## src/rtl/cp0_vic_if.sv

```systemverilog
// Datapath <-> CP0 vectored interrupt controller bus.
// The master side is the pipeline; the slave side is cp0_vic.
interface cp0_vic_if #(
  parameter int IRQ_N = 4
);
  logic [1:0]       oper;
  logic [4:0]       addr_r;
  logic [31:0]      data_r;
  logic [4:0]       addr_w;
  logic [31:0]      data_w;
  logic             ir_en;
  logic [IRQ_N-1:0] ir_in;
  logic [31:0]      ret_addr;
  logic             ir;
  logic             ir_valid;
  logic             ir_wait;
  logic             jump_en;
  logic [31:0]      jump_addr;

  modport master (
    output oper, addr_r, addr_w, data_w, ir_en, ir_in, ret_addr,
    input  data_r, ir, ir_valid, ir_wait, jump_en, jump_addr
  );

  modport slave (
    input  oper, addr_r, addr_w, data_w, ir_en, ir_in, ret_addr,
    output data_r, ir, ir_valid, ir_wait, jump_en, jump_addr
  );
endinterface

```

## src/rtl/cp0_vic.sv

```systemverilog
// CP0 vectored interrupt controller: IRQ latch/mask/priority, EPC save/restore, MFC0/MTC0/ERET.
// Optional nested preemption with an EPC/CUR stack is enabled by defining CP0_NESTED_EN.
module cp0_vic #(
  parameter int          IRQ_N       = 4,
  parameter int          VEC_SHIFT   = 4,
  parameter logic [31:0] RESET_VBASE = 32'h0000_0100,
  parameter int          NEST_DEPTH  = 2
) (
  input  logic      clk,
  input  logic      rst,
  cp0_vic_if.slave  bus
);

  localparam logic [31:0] VBASE_MASK = ~((32'd1 << (VEC_SHIFT + 3)) - 32'd1);

  typedef enum logic {S_IDLE = 1'b0, S_ISR = 1'b1} state_t;

  state_t           state_q, state_d;
  logic             ie_q, ie_d;
  logic [IRQ_N-1:0] im_q, im_d;
  logic [IRQ_N-1:0] ip_q, ip_d;
  logic [2:0]       cur_q, cur_d;
  logic [31:0]      epc_q, epc_d;
  logic [31:0]      vbase_q, vbase_d;
  logic [IRQ_N-1:0] ir_sync_q, ir_prev_q;

  logic [IRQ_N-1:0] rise, pend, sel_oh;
  logic [2:0]       sel;
  logic             any_pend, ir_req, take, is_mtc0, is_eret;

`ifdef CP0_NESTED_EN
  logic [31:0] stk_epc_q [0:3];
  logic [2:0]  stk_cur_q [0:3];
  logic [2:0]  depth_q, depth_d;
  logic        push, pop;
  logic [1:0]  top_idx;
`endif

  assign is_mtc0 = (bus.oper == 2'b10);
  assign is_eret = (bus.oper == 2'b11);

  // A request is a rising edge of the once-registered input level.
  genvar gi;
  generate
    for (gi = 0; gi < IRQ_N; gi++) begin : g_ch
      assign rise[gi] = ir_sync_q[gi] & ~ir_prev_q[gi];
      assign pend[gi] = ip_q[gi] & im_q[gi];
    end
  endgenerate

  assign any_pend = |pend;

  always_comb begin
    sel    = 3'd0;
    sel_oh = '0;
    for (int k = IRQ_N - 1; k >= 0; k--) begin
      if (pend[k]) begin
        sel       = 3'(k);
        sel_oh    = '0;
        sel_oh[k] = 1'b1;
      end
    end
  end

  always_comb begin
    ir_req = 1'b0;
    if (state_q == S_IDLE) begin
      ir_req = any_pend & ie_q;
    end
`ifdef CP0_NESTED_EN
    else begin
      ir_req = any_pend & ie_q & (sel < cur_q) & (depth_q < 3'(NEST_DEPTH));
    end
`endif
  end

  // ERET owns the jump port this cycle; entry is retried next cycle.
  assign take = ir_req & bus.ir_en & ~is_eret;

`ifdef CP0_NESTED_EN
  assign push    = take & (state_q == S_ISR);
  assign pop     = is_eret & (state_q == S_ISR) & (depth_q != 3'd0);
  assign top_idx = 2'(depth_q - 3'd1);
`endif

  // FSM: state register
  always_ff @(posedge clk) begin
    if (rst) begin
      state_q <= S_IDLE;
    end else begin
      state_q <= state_d;
    end
  end

  // FSM: next state
  always_comb begin
    state_d = state_q;
    case (state_q)
      S_IDLE: begin
        if (take) state_d = S_ISR;
      end
      S_ISR: begin
`ifdef CP0_NESTED_EN
        if (is_eret && depth_q == 3'd0) state_d = S_IDLE;
`else
        if (is_eret) state_d = S_IDLE;
`endif
      end
      default: state_d = S_IDLE;
    endcase
  end

  // FSM: outputs
  always_comb begin
    bus.ir        = ir_req;
    bus.ir_valid  = (state_q == S_ISR);
    bus.ir_wait   = ir_req & ~bus.ir_en;
    bus.jump_en   = take | is_eret;
    bus.jump_addr = '0;
    if (take) begin
      bus.jump_addr = vbase_q + (32'(sel) << VEC_SHIFT);
    end else if (is_eret) begin
      bus.jump_addr = epc_q;
    end
  end

  always_comb begin
    bus.data_r = '0;
    case (bus.addr_r)
      5'd0: begin
        bus.data_r[0]           = ie_q;
        bus.data_r[IRQ_N+7:8]   = im_q;
      end
      5'd1: begin
        bus.data_r[18:16]       = cur_q;
        bus.data_r[IRQ_N-1:0]   = ip_q;
      end
      5'd2:    bus.data_r = epc_q;
      5'd3:    bus.data_r = vbase_q;
      default: bus.data_r = '0;
    endcase
  end

  // Software writes first, then ERET, then hardware entry, so entry overrides MTC0.
  always_comb begin
    ie_d    = ie_q;
    im_d    = im_q;
    ip_d    = ip_q;
    cur_d   = cur_q;
    epc_d   = epc_q;
    vbase_d = vbase_q;
`ifdef CP0_NESTED_EN
    depth_d = depth_q;
`endif
    if (is_mtc0) begin
      case (bus.addr_w)
        5'd0: begin
          ie_d = bus.data_w[0];
          im_d = bus.data_w[IRQ_N+7:8];
        end
        5'd1:    ip_d    = ip_q & ~bus.data_w[IRQ_N-1:0];
        5'd2:    epc_d   = bus.data_w;
        5'd3:    vbase_d = bus.data_w & VBASE_MASK;
        default: ;
      endcase
    end
    if (is_eret && state_q == S_ISR) begin
      ie_d = 1'b1;
`ifdef CP0_NESTED_EN
      if (pop) begin
        epc_d   = stk_epc_q[top_idx];
        cur_d   = stk_cur_q[top_idx];
        depth_d = depth_q - 3'd1;
      end
`endif
    end
    if (take) begin
      epc_d = bus.ret_addr;
      ip_d  = ip_d & ~sel_oh;
      cur_d = sel;
      ie_d  = 1'b0;
`ifdef CP0_NESTED_EN
      if (push) depth_d = depth_q + 3'd1;
`endif
    end
    ip_d = ip_d | rise;
  end

  always_ff @(posedge clk) begin
    if (rst) begin
      ie_q      <= 1'b0;
      im_q      <= '0;
      ip_q      <= '0;
      cur_q     <= 3'd0;
      epc_q     <= '0;
      vbase_q   <= RESET_VBASE & VBASE_MASK;
      ir_sync_q <= '0;
      ir_prev_q <= '0;
    end else begin
      ie_q      <= ie_d;
      im_q      <= im_d;
      ip_q      <= ip_d;
      cur_q     <= cur_d;
      epc_q     <= epc_d;
      vbase_q   <= vbase_d;
      ir_sync_q <= bus.ir_in;
      ir_prev_q <= ir_sync_q;
    end
  end

`ifdef CP0_NESTED_EN
  always_ff @(posedge clk) begin
    if (rst) begin
      depth_q <= 3'd0;
      for (int k = 0; k < 4; k++) begin
        stk_epc_q[k] <= '0;
        stk_cur_q[k] <= 3'd0;
      end
    end else begin
      depth_q <= depth_d;
      if (push) begin
        stk_epc_q[depth_q[1:0]] <= epc_q;
        stk_cur_q[depth_q[1:0]] <= cur_q;
      end
    end
  end
`endif

endmodule

```

## src/flat_wrapper.sv

```systemverilog
// flat-port wrapper written by rule: the top's interface ports become plain ports
module cp0_vic_flat 
#(
  parameter int          IRQ_N       = 4,
  parameter int          VEC_SHIFT   = 4,
  parameter logic [31:0] RESET_VBASE = 32'h0000_0100,
  parameter int          NEST_DEPTH  = 2
)
  (clk, rst, bus_oper, bus_addr_r, bus_addr_w, bus_data_w, bus_ir_en, bus_ir_in, bus_ret_addr, bus_data_r, bus_ir, bus_ir_valid, bus_ir_wait, bus_jump_en, bus_jump_addr);
  cp0_vic_if #(.IRQ_N(IRQ_N)) bus_i ();
  input  logic clk;
  input  logic rst;
  input wire logic [$bits(bus_i.oper)-1:0] bus_oper;
  input wire logic [$bits(bus_i.addr_r)-1:0] bus_addr_r;
  input wire logic [$bits(bus_i.addr_w)-1:0] bus_addr_w;
  input wire logic [$bits(bus_i.data_w)-1:0] bus_data_w;
  input wire logic [$bits(bus_i.ir_en)-1:0] bus_ir_en;
  input wire logic [$bits(bus_i.ir_in)-1:0] bus_ir_in;
  input wire logic [$bits(bus_i.ret_addr)-1:0] bus_ret_addr;
  output wire logic [$bits(bus_i.data_r)-1:0] bus_data_r;
  output wire logic [$bits(bus_i.ir)-1:0] bus_ir;
  output wire logic [$bits(bus_i.ir_valid)-1:0] bus_ir_valid;
  output wire logic [$bits(bus_i.ir_wait)-1:0] bus_ir_wait;
  output wire logic [$bits(bus_i.jump_en)-1:0] bus_jump_en;
  output wire logic [$bits(bus_i.jump_addr)-1:0] bus_jump_addr;
  assign bus_i.oper = bus_oper;
  assign bus_i.addr_r = bus_addr_r;
  assign bus_i.addr_w = bus_addr_w;
  assign bus_i.data_w = bus_data_w;
  assign bus_i.ir_en = bus_ir_en;
  assign bus_i.ir_in = bus_ir_in;
  assign bus_i.ret_addr = bus_ret_addr;
  assign bus_data_r = bus_i.data_r;
  assign bus_ir = bus_i.ir;
  assign bus_ir_valid = bus_i.ir_valid;
  assign bus_ir_wait = bus_i.ir_wait;
  assign bus_jump_en = bus_i.jump_en;
  assign bus_jump_addr = bus_i.jump_addr;
  cp0_vic #(.IRQ_N(IRQ_N), .VEC_SHIFT(VEC_SHIFT), .RESET_VBASE(RESET_VBASE), .NEST_DEPTH(NEST_DEPTH)) u_core (.clk(clk), .rst(rst), .bus(bus_i));
endmodule
```

## config.mk

```make
export PLATFORM = sky130hd
export DESIGN_NAME = cp0_vic_flat
export DESIGN_NICKNAME = d
export VERILOG_FILES = /design/src/rtl/cp0_vic_if.sv /design/src/rtl/cp0_vic.sv /design/src/flat_wrapper.sv
export SDC_FILE = /design/constraint.sdc
export NUM_CORES = 1
export LEC_CHECK = 0
export CELL_PAD_IN_SITES_DETAIL_PLACEMENT = 1
export CELL_PAD_IN_SITES_GLOBAL_PLACEMENT = 1
export CORE_ASPECT_RATIO = 1.2
export CORE_MARGIN = 2
export CORE_UTILIZATION = 30
export CTS_CLUSTER_DIAMETER = 100
export DETAILED_ROUTE_END_ITERATION = 7
export PLACE_DENSITY_LB_ADDON = 0.1
export SLEW_MARGIN = 20
export SYNTH_ARGS = -nofsm -noshare
export SYNTH_HDL_FRONTEND = slang
export SYNTH_SLANG_ARGS = --single-unit
```

## constraint.sdc

```tcl
create_clock -name clk -period 2.4 [get_ports clk]
set_input_delay 0.36 -clock clk [delete_from_list [all_inputs] [get_ports clk]]
set_output_delay 0.36 -clock clk [all_outputs]
set_load 0.02 [all_outputs]
```

==> impl_results.md <==
* Outcome: finished, final reports clean
* Peak VDD IR at 389 uV
* Rows at 45
* CP Class: in -> out
* Post-synthesis sequential area ratio at between 30% and 40%
* Worst-Margin Slew at 751 ps
* Vias at 4,452
* Area fraction of the dominant cell type after synthesis at 39.7%
* Area grow syn2layout at 56.9%
* Crit-path max FO at 4
* CTS Hold Buffers Added at 0
* Cell area after synthesis at a little under 0.004 mm2
* Share of total power in combinational logic at 10.4%
* Crit share post-route at a little over nine tenths
* Die area at 0.0139 mm2
* WP data arrival at 1960 ps
* Worst-path cell chain: clkdlybuf4s50_1, buf_4, nor4_2, buf_4, buf_4, a22oi_1, o21ai_1, buf_2
* Top cell family by delay on the critical path: buffers and inverters
* Largest net degree at the start of global routing at 67
* Max_cap viols at 0
* RSZ-0062 raised after global routing: false
* Slew Limit Fails at 0
* Clk buf depth at 2
* Critical Path End Type: primary output
* Total power at 3.01 mW
* Hold Path Class: reg -> reg
* Post-synth top area cell: dfxtp_1
* Iteration-0 DRC Markers at 196
* Reg clk slew, reported paths at 60 ps
* Min Clock Period, post-route at 2320 ps
* CP dominant cell by count: buf_4
* P_leak at 2.36 nW
* Reg power frac at a little over two fifths
* FMAX at 432 MHz
* First-pass iteration count of the detailed router at 6
* Die Span Y at 129 um
* Total Wirelength at 16,100 um
* CP max stage cell: clkdlybuf4s50_1
* Startpoint types: input port
* Antenna Cells at 0
* Largest cells by area after synthesis: dfxtp_1 40%, nand2_1 13%, a311oi_1 7.4%
* Number of remaining DRC errors at 0
* Routed length per instance at 19.1 um
* Post-layout nets at 759
* CP required at 2040 ps
* CTS H-tree lvls at 3
* Vias/cell at 5.27
* Root Buffer: clkbuf_16
* Leading cell type by number of instances after synthesis: nand2_1
* Boundary Pins at 151
* GRT overflow at 0
* Flops & latches, synth at 77
* Input/output buffers at 150
* Crit-path max cell delay at ~440 ps
* Clock group share of total power at 46.3%
* Synth Area per Inst at 7.70 um2
* GRT Total Usage at 23.8%
* Post-route ant nets at 0
* Clock skew at 2.87 ps
* Syn Inst Count at 505
* CTS Buf Count at 9
* RD Place Congestion at approximately 0.9
* Core area at roughly 0.013 mm2
* Ys async rst share at 0%
* Initial antenna violation count at 0
* Final core utilization at between 40% and 50%
* Fraction of layout cells with a size suffix above 1 at a little under a fifth
* Switch Pwr at ~710 uW
* Clk_lat worst skew at about 340 ps
* Initial Utilization at between 30% and 40%
* Fin. Hold Viols at 0
* Synthesis Warnings at 0
* Switching share of total power at 23.5%
* First-pass GRT wire length at 25,600 um
* Ys flop type: dfxtp_1
* CTS sink cnt at between 70 and 80
* Setup violators final at 0
* Dpl hpwl at ~11,000 um
* Crit path buffers/inverters at 5
* EDFF count, synth at 0
* Die extent in x at 108 um
* Cell Int Power at 2.30 mW
* Number of global-route vias before repair at 4,846
* Max-slew headroom at 50.0%
* Pwr/cell area at ~490 mW/mm2
* Synthesized net count at 588
* Synth top cells by count: 133 x nand2_1, 77 x dfxtp_1, 57 x nor2_1
* CTS tree: yes
* Synth cell types at 38
## power by group through the flow
stage	clock [mW]	combinational [mW]	sequential, mW
detailed placement	0	0.308	1.33
CTS	1.41	0.313	1.30
global route	1.46	0.336	1.30
floorplan	0	0.0837	1.33
finish	1.39	0.313	1.30
global placement	0	0.302	1.33
## final cells by class
type / instances / area (um2)
Tap cell: 164 / 205
Inverter: 6 / 22.5
Clock buffer: 10 / 239
Fill cell: 1541 / 6570
Sequential cell: 77 / 1540
Clock inverter: 6 / 62.6
Multi-Input combinational cell: 379 / 2180
Timing Repair Buffer: 203 / 1850
## path summary, 6_finish.rpt
path | startpoint | end | slack [ps] | cells after the start
setup / recovery | bus_addr_r[4] | bus_data_r[10] | 80 | 8
hold / removal | u_core.ir_sync_q[2]$_SDFF_PP0_ | u_core.ir_prev_q[2]$_SDFF_PP0_ | 460 | 1
setup reg to reg | u_core.im_q[1]$_SDFFE_PP0P_ | u_core.epc_q[12]$_SDFFE_PP0P_ | 370 | 6
hold reg to reg | u_core.ir_sync_q[2]$_SDFF_PP0_ | u_core.ir_prev_q[2]$_SDFF_PP0_ | 460 | 1
## flip-flops by register name, indices dropped and copies added, names as in the netlist, 2 cells and up
| name | cells |
|---|---|
| u_core.im_q | 4 |
| u_core.ir_sync_q | 4 |
| u_core.ir_prev_q | 4 |
| u_core.ip_q | 4 |
| u_core.cur_q | 2 |
| u_core.vbase_q | 25 |
| u_core.epc_q | 32 |
## layout by cell type, fill, tap and decap left out, drive strengths merged, types with 2 or more instances in the layout
cell type	synthesis	final
dlymetal6s2s	0	2
buf	14	75
clkbuf	29	21
a22o	30	30
nor3	5	5
a21oi	28	28
inv	6	6
or3	2	2
dlygate4sd2	0	7
clkdlybuf4s15	0	21
and3	5	5
clkinvlp	0	3
o21ai	10	10
clkinv	0	2
nor2b	11	11
nand3	9	9
nor4	2	2
nand2b	3	3
dfxtp	77	77
nand2	133	133
a22oi	7	7
clkdlybuf4s50	0	87
mux2i	24	24
and2	7	7
a311oi	33	33
nor2	57	57
## per-layer routing
layer,track usage [%],routed length [um],vias up
met5,0,0,-
met4,9.50,306,0
met3,4.31,884,18
met2,41.5,8080,124
met1,28.9,6860,2197
li1,-,-,2113
## through the flow
stage / area [um2] / cells / setup slack [ps] / setup TNS (ps) / hold slack, ps
global placement: 5830 / 824 / -454 / -17920 / 454
global route: 6100 / 845 / 3.30 / 0 / 479
floorplan: 3890 / 505 / 182 / 0 / 436
finish: 6100 / 845 / 84.5 / 0 / 464
CTS: 6100 / 844 / 8.13 / 0 / 466
detailed placement: 5830 / 824 / -502 / -20580 / 454
## cell families after synthesis
| group | after synthesis | synth area share (%) |
|---|---|---|
| and+or+nand+nor | 239 | 26.1 |
| AOI/OAI and AO/OA | 116 | 22.8 |
| DFF | 77 | 39.7 |
| buffers and inverters | 49 | 5.25 |
| muxes | 24 | 6.18 |
## repair_timing
action | CTS | global route
setup buffers | 3 | 1
setup endpoints to repair | 61 | 47
gates resized for setup | 162 | 53
pin swaps | 1 | 4
gates cloned | 1 | 0
Note: power is estimated with default switching activity, not from simulation.
